**config.mk**
```make
export PLATFORM = sky130hd
export DESIGN_NAME = stopwatch_ctrl
export DESIGN_NICKNAME = d
export VERILOG_FILES = /design/src/rtl/stopwatch_pkg.sv /design/src/rtl/button_debounce.sv /design/src/rtl/stopwatch_ctrl.sv
export SDC_FILE = /design/constraint.sdc
export NUM_CORES = 1
export LEC_CHECK = 0
export BUFFER_PORTS_ARGS = -buffer_cell sky130_fd_sc_hd__buf_4
export CORE_MARGIN = 1
export CORE_UTILIZATION = 45
export CTS_CLUSTER_SIZE = 24
export DETAILED_ROUTE_END_ITERATION = 7
export GPL_TIMING_DRIVEN = 0
export RECOVER_POWER = 100
export SYNTH_ARGS = -nofsm -noshare
export SYNTH_HDL_FRONTEND = slang
export SYNTH_HIERARCHICAL = 1
export SYNTH_SLANG_ARGS = --single-unit
```
**constraint.sdc**
```tcl
create_clock -name clk -period 2.6 [get_ports clk]
set_clock_uncertainty 0.2 [all_clocks]
set_input_delay 0.65 -clock clk [delete_from_list [all_inputs] [get_ports clk]]
set_output_delay 0.65 -clock clk [all_outputs]
set_load 0.005 [all_outputs]
```
**src/rtl/stopwatch_pkg.sv**
```systemverilog
// rtl/stopwatch_pkg.sv - shared state encodings and default timing constants
//
// Purpose: state enum for the stopwatch controller, default debounce and
// tick-divider constants, and a small state-decode helper.
// Ports: none (package).
// Configuration macro: STOPWATCH_LAP_EN (consumed by stopwatch_ctrl).

package stopwatch_pkg;

  typedef enum logic [1:0] {
    ST_IDLE  = 2'b00,
    ST_RUN   = 2'b01,
    ST_PAUSE = 2'b10,
    ST_LAP   = 2'b11
  } state_t;

  // 10 ms debounce and 100 Hz count tick at a 100 MHz clock.
  localparam int DEF_DB_CYCLES = 1000000;
  localparam int DEF_TICK_DIV  = 1000000;

  // The time counter advances in RUN and LAP alike; LAP only freezes the display.
  function automatic logic is_running(input state_t s);
    return (s == ST_RUN) || (s == ST_LAP);
  endfunction

endpackage

```
**src/rtl/button_debounce.sv**
```systemverilog
// rtl/button_debounce.sv - button synchronizer, debouncer and press detector
//
// Purpose: brings a raw asynchronous button into the clk domain, accepts a
// new level only after DB_CYCLES consecutive cycles of disagreement, and
// emits a registered one-cycle pulse on each accepted 0->1 transition.
// Ports:
//   clk   in  1  system clock
//   rst   in  1  synchronous active-high reset
//   raw   in  1  raw asynchronous button level, active-high
//   press out 1  one-cycle press event (registered)

module button_debounce #(
  parameter int DB_CYCLES = 8
) (
  input  logic clk,
  input  logic rst,
  input  logic raw,
  output logic press
);

  // Counter only needs to reach DB_CYCLES-1 before the level flips.
  localparam int CW = (DB_CYCLES > 1) ? $clog2(DB_CYCLES) : 1;

  logic          sync1;
  logic          sync2;
  logic          level;
  logic          level_d;
  logic [CW-1:0] cnt;

  always_ff @(posedge clk) begin
    if (rst) begin
      sync1   <= 1'b0;
      sync2   <= 1'b0;
      level   <= 1'b0;
      level_d <= 1'b0;
      cnt     <= '0;
      press   <= 1'b0;
    end else begin
      sync1   <= raw;
      sync2   <= sync1;
      level_d <= level;
      press   <= level & ~level_d;
      // Any cycle where the synchronized input agrees with the accepted
      // level restarts the stability window.
      if (sync2 == level) begin
        cnt <= '0;
      end else if (cnt == CW'(DB_CYCLES - 1)) begin
        level <= sync2;
        cnt   <= '0;
      end else begin
        cnt <= cnt + CW'(1);
      end
    end
  end

endmodule

```
**src/rtl/stopwatch_ctrl.sv**
```systemverilog
// rtl/stopwatch_ctrl.sv - two-button stopwatch control FSM with tick prescaler
//
// Purpose: start/stop and reset/lap control of a stopwatch time counter.
// Optional lap mode is compiled in with macro STOPWATCH_LAP_EN.
// Ports:
//   clk      in  1  system clock, single domain
//   rst      in  1  synchronous active-high reset
//   button0  in  1  raw start/stop button
//   button1  in  1  raw reset/lap button
//   tick     out 1  one-cycle count enable for the time counter
//   clr      out 1  one-cycle clear for the time counter
//   running  out 1  high in RUN or LAP
//   freeze   out 1  display hold, high only in LAP
//   state    out 2  current FSM state encoding

module stopwatch_ctrl
  import stopwatch_pkg::*;
#(
  parameter int DB_CYCLES = DEF_DB_CYCLES,
  parameter int TICK_DIV  = DEF_TICK_DIV
) (
  input  logic       clk,
  input  logic       rst,
  input  logic       button0,
  input  logic       button1,
  output logic       tick,
  output logic       clr,
  output logic       running,
  output logic       freeze,
  output logic [1:0] state
);

  localparam int PW   = (TICK_DIV > 1) ? $clog2(TICK_DIV) : 1;
  localparam bit DIV1 = (TICK_DIV == 1);

  logic          p0;
  logic          p1;
  state_t        cur;
  state_t        nxt;
  logic          do_clr;
  logic [PW-1:0] presc;
  logic          wrap;

  button_debounce #(.DB_CYCLES(DB_CYCLES)) u_db0 (
    .clk   (clk),
    .rst   (rst),
    .raw   (button0),
    .press (p0)
  );

  button_debounce #(.DB_CYCLES(DB_CYCLES)) u_db1 (
    .clk   (clk),
    .rst   (rst),
    .raw   (button1),
    .press (p1)
  );

  assign wrap = (presc == PW'(TICK_DIV - 1));

  // Simultaneous presses: b1 has priority in IDLE/PAUSE, b0 in RUN/LAP.
  always_comb begin
    nxt    = cur;
    do_clr = 1'b0;
    case (cur)
      ST_IDLE: begin
        if (p1)      do_clr = 1'b1;
        else if (p0) nxt = ST_RUN;
      end
      ST_RUN: begin
        if (p0) nxt = ST_PAUSE;
`ifdef STOPWATCH_LAP_EN
        else if (p1) nxt = ST_LAP;
`endif
      end
      ST_PAUSE: begin
        if (p1) begin
          nxt    = ST_IDLE;
          do_clr = 1'b1;
        end else if (p0) begin
          nxt = ST_RUN;
        end
      end
      ST_LAP: begin
        if (p0)      nxt = ST_PAUSE;
        else if (p1) nxt = ST_RUN;
      end
    endcase
  end

  always_ff @(posedge clk) begin
    if (rst) begin
      cur     <= ST_IDLE;
      clr     <= 1'b0;
      tick    <= 1'b0;
      running <= 1'b0;
      presc   <= '0;
    end else begin
      cur     <= nxt;
      clr     <= do_clr;
      running <= is_running(nxt);
      if (do_clr) begin
        presc <= '0;
      end else if (is_running(cur)) begin
        presc <= wrap ? '0 : presc + PW'(1);
      end
      // Gating on the next state keeps tick low in the first cycle of PAUSE
      // even when the prescaler wraps on the leaving edge.
      tick <= is_running(nxt) && (DIV1 || (is_running(cur) && wrap));
    end
  end

`ifdef STOPWATCH_LAP_EN
  logic freeze_q;

  always_ff @(posedge clk) begin
    if (rst) freeze_q <= 1'b0;
    else     freeze_q <= (nxt == ST_LAP);
  end

  assign freeze = freeze_q;
`else
  assign freeze = 1'b0;
`endif

  assign state = cur;

endmodule
```
; ---- Word level (Yosys, flattened, before mapping)
; Cells that the tools add are included.
[totals]
register_bits = 75
in_bits = 4
[op_classes]
add_sub_neg = 3
n_eq_ne = 10
muxes = 10
bitwise_logic = 6
n_reduce_logical = 11
[op_table]
columns = operator, count
row1 = $add 20x1->20 const B, 3
row2 = $eq 20x20->1 const B, 3
row3 = $mux 20, 1
row4 = $mux 2, 6
row5 = $pmux 2 s4, 1
row6 = $eq 2x2->1 const B, 3
row7 = $reduce_or 3->1, 2
row8 = $eq 2x1->1 const B, 2
row9 = $not 1->1, 4
row10 = $reduce_and 2->1, 2
row11 = $reduce_or 2->1, 2
row12 = $and 1x1->1, 2
row13 = $eq 1x1->1, 2
row14 = $logic_and 1x1->1, 2
row15 = $logic_not 2->1, 1
row16 = $logic_or 1x1->1, 2
row17 = $mux 1, 2

; ---- Depth between registers and ports, before layout
; Gate-level depths: netlist of run 1.
[logic_depth]
depth_word = 6
depth_mapped = 7
mapped_depth_nobuf = 5

; ---- Cells and area by module
; Netlist of run 1, hierarchy kept.
[modules_own_cells]
columns = module, instances, cells_per_inst, area_each_um2
row1 = button_debounce, 2, 117, 1137.3
row2 = stopwatch_ctrl, 1, 123, 1103.6

; ---- Least setup slack after synthesis of run 1
; No wires, ideal clock.
[synth_timing]
path_type = register -> register
startpoint = register cur[0] (netlist: state[0])
endpoint = register presc[17]
setup_ps = 70
arrival_ps = 1601
setup_slack_ps = 729
stages_incl_launch_ff = 7
n_path_buf = 2
period_less_slack_ps = 1871
cell_sequence = dfxtp_1 > buf_6 > nand4_2 > or3_1 > clkbuf_2 > or4_1 > a21oi_1
[synth_via]
elab_chain_cells = 4
[synth_lines]
columns = item, line
row1 = "start, declared", stopwatch_ctrl.sv:38  ; state_t cur;
row2 = "start signal, assigned", stopwatch_ctrl.sv:98  ; cur <= nxt;
row3 = $eq 2x2->1 / $logic_not 2->1 (equally long branches), stopwatch_ctrl.sv:64  ; case (cur)
row4 = $reduce_or 2->1 (no source line), n/a
row5 = $mux 1, n/a
row6 = $reduce_or 2->1 (no source line), n/a
row7 = "end signal, assigned", stopwatch_ctrl.sv:104  ; presc <= wrap ? '0 : presc + PW'(1);
row8 = "end, declared", stopwatch_ctrl.sv:41  ; logic [PW-1:0] presc;
; Parallel ways exist; a longest one is shown, timed or not.
; A chain may end at the register's enable or synchronous reset.

; ---- Worst setup path in the final report of run 1
[layout_timing]
startpoint = register u_db1.cnt[9]
endpoint = register u_db1.cnt[14]
[layout_via]
elab_chain_cells = 2
[layout_lines]
columns = item, line
row1 = "start, declared", button_debounce.sv:28  ; logic [CW-1:0] cnt;
row2 = "start signal, assigned", button_debounce.sv:51  ; cnt <= cnt + CW'(1);
row3 = "parallel branches: the longest is 2 deep, another holds $add 20x1->20", n/a
; Parallel ways; which one is timed is not known.

==> results of run 1 <==
cell usage in the layout (no fill, tap or decap), types with 3 or more instances in the layout:
cell,count
dfxtp_1,75
nand2_1,19
o21ai_0,4
or4_1,3
xor2_1,11
nor4b_1,5
inv_1,12
clkbuf_8,9
nor2b_1,4
buf_4,3
clkbuf_4,4
nor4_1,15
nand4_1,9
xnor2_1,34
nand4_2,3
nand2b_1,8
nor2_1,65
mux2i_1,9
nand4_4,4
a21oi_1,10
and3_1,4
bufinv_16,3
nor3_1,12
nand3_1,16
clkbuf_1,5
o31ai_1,3
ha_1,3
or3_1,5
power by group through the flow:
stage	Sequential, uW	Combinational [uW]	Clock, uW
3_5_place_dp	1180	29.1	0
3_3_place_gp	1180	29.0	0
5_1_grt	1150	29.9	1160
4_1_cts	1150	29.1	1100
6_report	1150	26.7	1070
2_1_floorplan	1180	18.4	0
sequential cells by signal (all words and copies together), names as in the netlist, 2 cells and up:
signal,flops
u_db0/cnt,20
u_db1/cnt,20
presc,20
state,2
cells by family (layout without fill, tap and decap cells):
group | Yosys count | count (layout) | synth area share [%]
and+or+nand+nor | 183 | 183 | 32.9
DFF | 75 | 75 | 44.4
xor gates and xnor gates | 45 | 45 | 11.7
AOI/OAI and AO/OA | 22 | 22 | 4.44
buffers and inverters | 19 | 43 | 2.63
muxes | 9 | 9 | 2.67
adders and majority gates | 3 | 3 | 1.11
other | 1 | 1 | 0.111
worst max-delay path by stage:
stage	to	slack, ns	cells past startpoint
after global routing	u_db1/cnt[15]$_SDFF_PP0_	0.18	5
final	u_db1/cnt[14]$_SDFF_PP0_	0.39	5
after floorplan	presc[17]$_SDFFE_PP0N_	0.73	6
after CTS	presc[9]$_SDFFE_PP0N_	0.42	7
after detailed placement	presc[9]$_SDFFE_PP0N_	0.45	7
after global placement	presc[10]$_SDFFE_PP0N_	0.46	7
cell type report:
cell class	instances	area (um2)
fill	709	3540
multi-input combinational	263	1710
sequential	75	1500
clock buffer	9	124
tap	99	124
clock inverter	7	116
timing repair buffer	8	52.6
inverter	12	45.0
buffer	7	40.0
critical path, stage by stage (launching register included):
cell and delay (ns):
dfxtp_1 0.45, nor4b_1 0.30, and4b_1 0.29, a31o_1 0.30
clkbuf_1 0.44, nor2_1 0.11
metrics by stage:
step	util [%]	power, uW	setup slack, ns
after CTS	52.4	2290	0.419
after global routing	51.2	2340	0.184
after floorplan	-	1200	0.729
after detailed placement	49.1	1210	0.450
after global placement	49.1	1210	0.463
final	51.2	2250	0.390
per-layer routing:
| layer | vias up | routed length [um] | track usage, % |
|---|---|---|---|
| met4 | 0 | 112 | 8.80 |
| li1 | 1282 | - | - |
| met3 | 9 | 115 | 3.08 |
| met5 | - | 0 | 0 |
| met2 | 23 | 2610 | 26.3 |
| met1 | 1159 | 3080 | 21.5 |
==> metrics.txt, run 1 <==
HP Start=u_db0/level_d$_SDFF_PP0_; Core Region=0.00725 mm2; crit path kind=reg -> reg; Seq pwr share=51.4%; Synth async-reset ratio=0%; CTS tree=done; IO Count=10; crit-path max FO=10; Final Cell Area=0.00371 mm2; vias post-DR=2,473; Synth Cell Area=0.00338 mm2; Reg2Reg Launch Point=u_db1/cnt[9]$_SDFF_PP0_; worst skew pair latency=0.34 ns; minimum clock period=2.21 ns; r2r worst-path depth=5; Final HPWL DP=4190 um; Critical Path RT=2.62 ns; RR Endpoint=u_db1/cnt[14]$_SDFF_PP0_; type of the tightest min-delay check=reg -> reg; grt total ovfl=0; number of nets in the layout=383; Die Wd=88.6 um; largest net degree at the start of global routing=14; die area=0.00786 mm2; initial antenna violation count=0; die height=88.6 um; top cells by area, synth=dfxtp_1, xnor2_1, nor2_1; most frequent cell after synthesis=dfxtp_1; starting density of the core=46.6%; sw frac=20.0%; antenna fix cells=0; Net Switching=449 uW; CTS Sinks=75; Post-DRT Antenna Nets=0; sequential area share after synthesis=44.4%; #FFs+latches synth=75; CP Capture Type=register; CTS buffer count=9; Static Leak=0.00120 uW; Post-Syn Instances=357; post-synthesis net count=364; status=completed; Worst Path Arrival=2.23 ns; placed cells=464; setup bufs post-CTS=0; GR Util All Layers=16.6%; Peak VDD IR=0.000261 V; Internal=1800 uW; Area Growth Syn to Fin=9.93%; Ys Warns=6; Critical Path Start Type=register; Hold Vio Cnt, Final=0; cts repair resizes=0; First-pass DRT Iterations=4; CTS clock-pin slew for the worst setup and hold paths=0.08 ns; Post-synth top flop=dfxtp_1; WHS Endpoint=u_db0/press$_SDFF_PP0_; Row Count=31; power density over cell area=605 mW/mm2; top cells by count, synth=dfxtp_1, nor2_1, xnor2_1; DRT iter0 DRCs=80; aggregate negative setup slack=0 ns; Longest Clk Path Bufs=2; Synth area leader=dfxtp_1; routability-driven placement congestion ratio=0.753; relative slew slack=55.9%; Clock power frac=47.4%; Max Fclk=452 MHz; Post-synth EDFFs=0; share of cells above drive strength 1=9.97%; first element of the critical path=u_db1/cnt[9]$_SDFF_PP0_; top cell type's share of synthesized area=44.4%; Fin Hold WS=0.186 ns; first-pass GRT wire length=10,000 um; Non-Filler Instances=480; R2R Setup Slk=0.39 ns; drt wl/cell=12.3 um; Hold Path Cell Cnt=1; Comb pwr share=1.2%; Slew Limit Fails=0; MaxCap Viol Count=0; RSZ-0062 raised after global routing=no; Cell Area, Placed=0.00356 mm2; Routed WL=5920 um; Port-buffer cells=8; Mean Syn Cell Area=9.46 um2; worst slew pin tran=0.656 ns; fin crit share=85.0%; H-tree Lvls=3; Final setup viols=0; Post-CTS Hold Fix Bufs=0; post-synth cell types=41; CTS root buf=clkbuf_8; Via density=5.15; DRC Markers=0; vias in the first global route=2,266
No activity file was read; power rests on OpenSTA's default activity.
==> inputs of run 2 (changes only) <==
==> constraint.sdc (replaced) <==
create_clock -name clk -period 2.6 [get_ports clk]
set_clock_uncertainty 0.2 [all_clocks]
set_input_delay 0.39 -clock clk [delete_from_list [all_inputs] [get_ports clk]]
set_output_delay 0.39 -clock clk [all_outputs]
set_load 0.005 [all_outputs]
==> run 2 against run 1 <==
First-iteration DRC count rose by 7.5%. Via count up 0.53%. Core utilization is 0.069 points higher. Largest cell class unchanged. Sequential share of layout area is 0.054 points lower. Routed wire length hardly changed.
==> metrics.txt, run 2 (same netlist as run 1, synthesis figures left out) <==
HP Start=button0; worst skew pair latency=0.34 ns; initial antenna violation count=0; Net Switching=448 uW; post-place setup slack=0.450 ns; Post-DRT Antenna Nets=0; Max Fclk=451 MHz; GR Util All Layers=16.6%; CP Capture Type=register; fill count=708; grt total ovfl=0; antenna fix cells=0; Top Registers=presc: 20 flops, u_db0/cnt: 20 flops, u_db1/cnt: 20 flops; Final Core Density=51.3%; Row Count=31; MaxCap Viol Count=0; number of nets in the layout=383; relative slew slack=55.9%; Comb pwr share=1.2%; die area=0.00786 mm2; starting density of the core=46.6%; crit-path max FO=10; RSZ-0062 raised after global routing=no; drt wl/cell=12.3 um; vias in the first global route=2,266; cts repair resizes=0; placed cells=464; vias post-DR=2,486; largest net degree at the start of global routing=14; DRT iter0 DRCs=86; CTS Sinks=75; Final setup viols=0; Peak VDD IR=0.000253 V; Slowest cell on crit path=dfxtp_1; First-pass DRT Iterations=4; Via density=5.18; CP cell instances=nor4b_1, and4b_1, a31o_1, clkbuf_1, nor2_1; met2 usage=26.3%; total power=2250 uW; fin crit share=85.3%; share of cells above drive strength 1=10.5%; die height=88.6 um; CTS buffer count=9; setup bufs post-CTS=0; first-pass GRT wire length=10,000 um; met1 Resource Use GR=21.5%; Critical Path Start Type=register; Internal=1800 uW; routability-driven placement congestion ratio=0.753; Port-buffer cells=8; Worst Path Arrival=2.23 ns; H-tree Lvls=3; Final HPWL DP=4190 um; Reg2Reg Launch Point=u_db1/cnt[9]$_SDFF_PP0_; aggregate negative setup slack=0 ns; worst slew pin tran=0.656 ns; CTS clock-pin slew for the worst setup and hold paths=0.08 ns; met3 usage=3.08%; sw frac=20.0%; Crit path largest cell delay=0.45 ns; minimum clock period=2.22 ns; global route hottest layer=met2; Clock power frac=47.4%; Longest Clk Path Bufs=2; CTS root buf=clkbuf_8; first element of the critical path=u_db1/cnt[9]$_SDFF_PP0_; Post-CTS Hold Fix Bufs=0; Slew Limit Fails=0; CTS tree=done; IO Count=10; Hold Vio Cnt, Final=0; Core Region=0.00725 mm2; power density over cell area=604 mW/mm2; Die Wd=88.6 um; type of the tightest min-delay check=in -> reg; DRC Markers=0; Area Growth Syn to Fin=10.1%; most common cell after layout, fill and taps aside=dfxtp_1; Routed WL=5910 um; status=completed; Seq pwr share=51.4%; Critical Path RT=2.62 ns; crit path kind=reg -> reg; Final WS setup=0.383 ns; Non-Filler Instances=480; leading cell types in the layout, fill and taps excluded=dfxtp_1, nor2_1, xnor2_1; Static Leak=0.00120 uW
==> run 2: final cells by class <==
cell class / count / area [um2] / share of cell area (%)
plain buffers: 7 / 40.0 / 1.08
clock buffers: 9 / 124 / 3.33
clock inverters: 7 / 116 / 3.13
inverters: 12 / 45.0 / 1.21
multi-input cells: 263 / 1720 / 46.1
flip-flops and latches: 75 / 1500 / 40.4
well taps: 99 / 124 / 3.33
repair buffers: 8 / 52.6 / 1.41
==> run 2: metal layers <==
layer  share of wire [%]  vias to the layer above
met5                   0                        -
met4                 1.9                        0
met3                 2.4                        9
met2                  44                       31
met1                  52                     1163
li1                    -                     1283
==> run 2: critical path: cells and delay by family (launching register included) <==
| family | cells | cell delay [ns] |
|---|---|---|
| AOI/OAI and AO/OA | 1 | 0.30 |
| and+or+nand+nor | 3 | 0.71 |
| DFF | 1 | 0.45 |
| buffers and inverters | 1 | 0.44 |
==> run 2: power groups by stage <==
stage | Combinational [uW] | Clock [uW] | Sequential (uW)
after floorplan | 18.4 | 0 | 1180
after global placement | 29.0 | 0 | 1180
after detailed placement | 29.1 | 0 | 1180
after CTS | 29.1 | 1100 | 1150
after global routing | 30.6 | 1160 | 1150
final | 27.4 | 1070 | 1150
==> run 2: through the flow <==
stage / hold WS [ns] / area (um2)
global placement: 0.173 / 3560
detailed placement: 0.176 / 3560
global route: 0.0770 / 3720
finish: 0.0659 / 3720
floorplan: 0.168 / 3380
CTS: 0.0476 / 3800
==> run 2: final timing paths <==
| path | end | slack, ns | cells past startpoint |
|---|---|---|---|
| max | u_db1/cnt[14]$_SDFF_PP0_ | 0.38 | 5 |
| min | u_db0/sync1$_SDFF_PP0_ | 0.07 | 2 |
| max reg2reg | u_db1/cnt[14]$_SDFF_PP0_ | 0.38 | 5 |
| min reg2reg | u_db0/press$_SDFF_PP0_ | 0.19 | 1 |
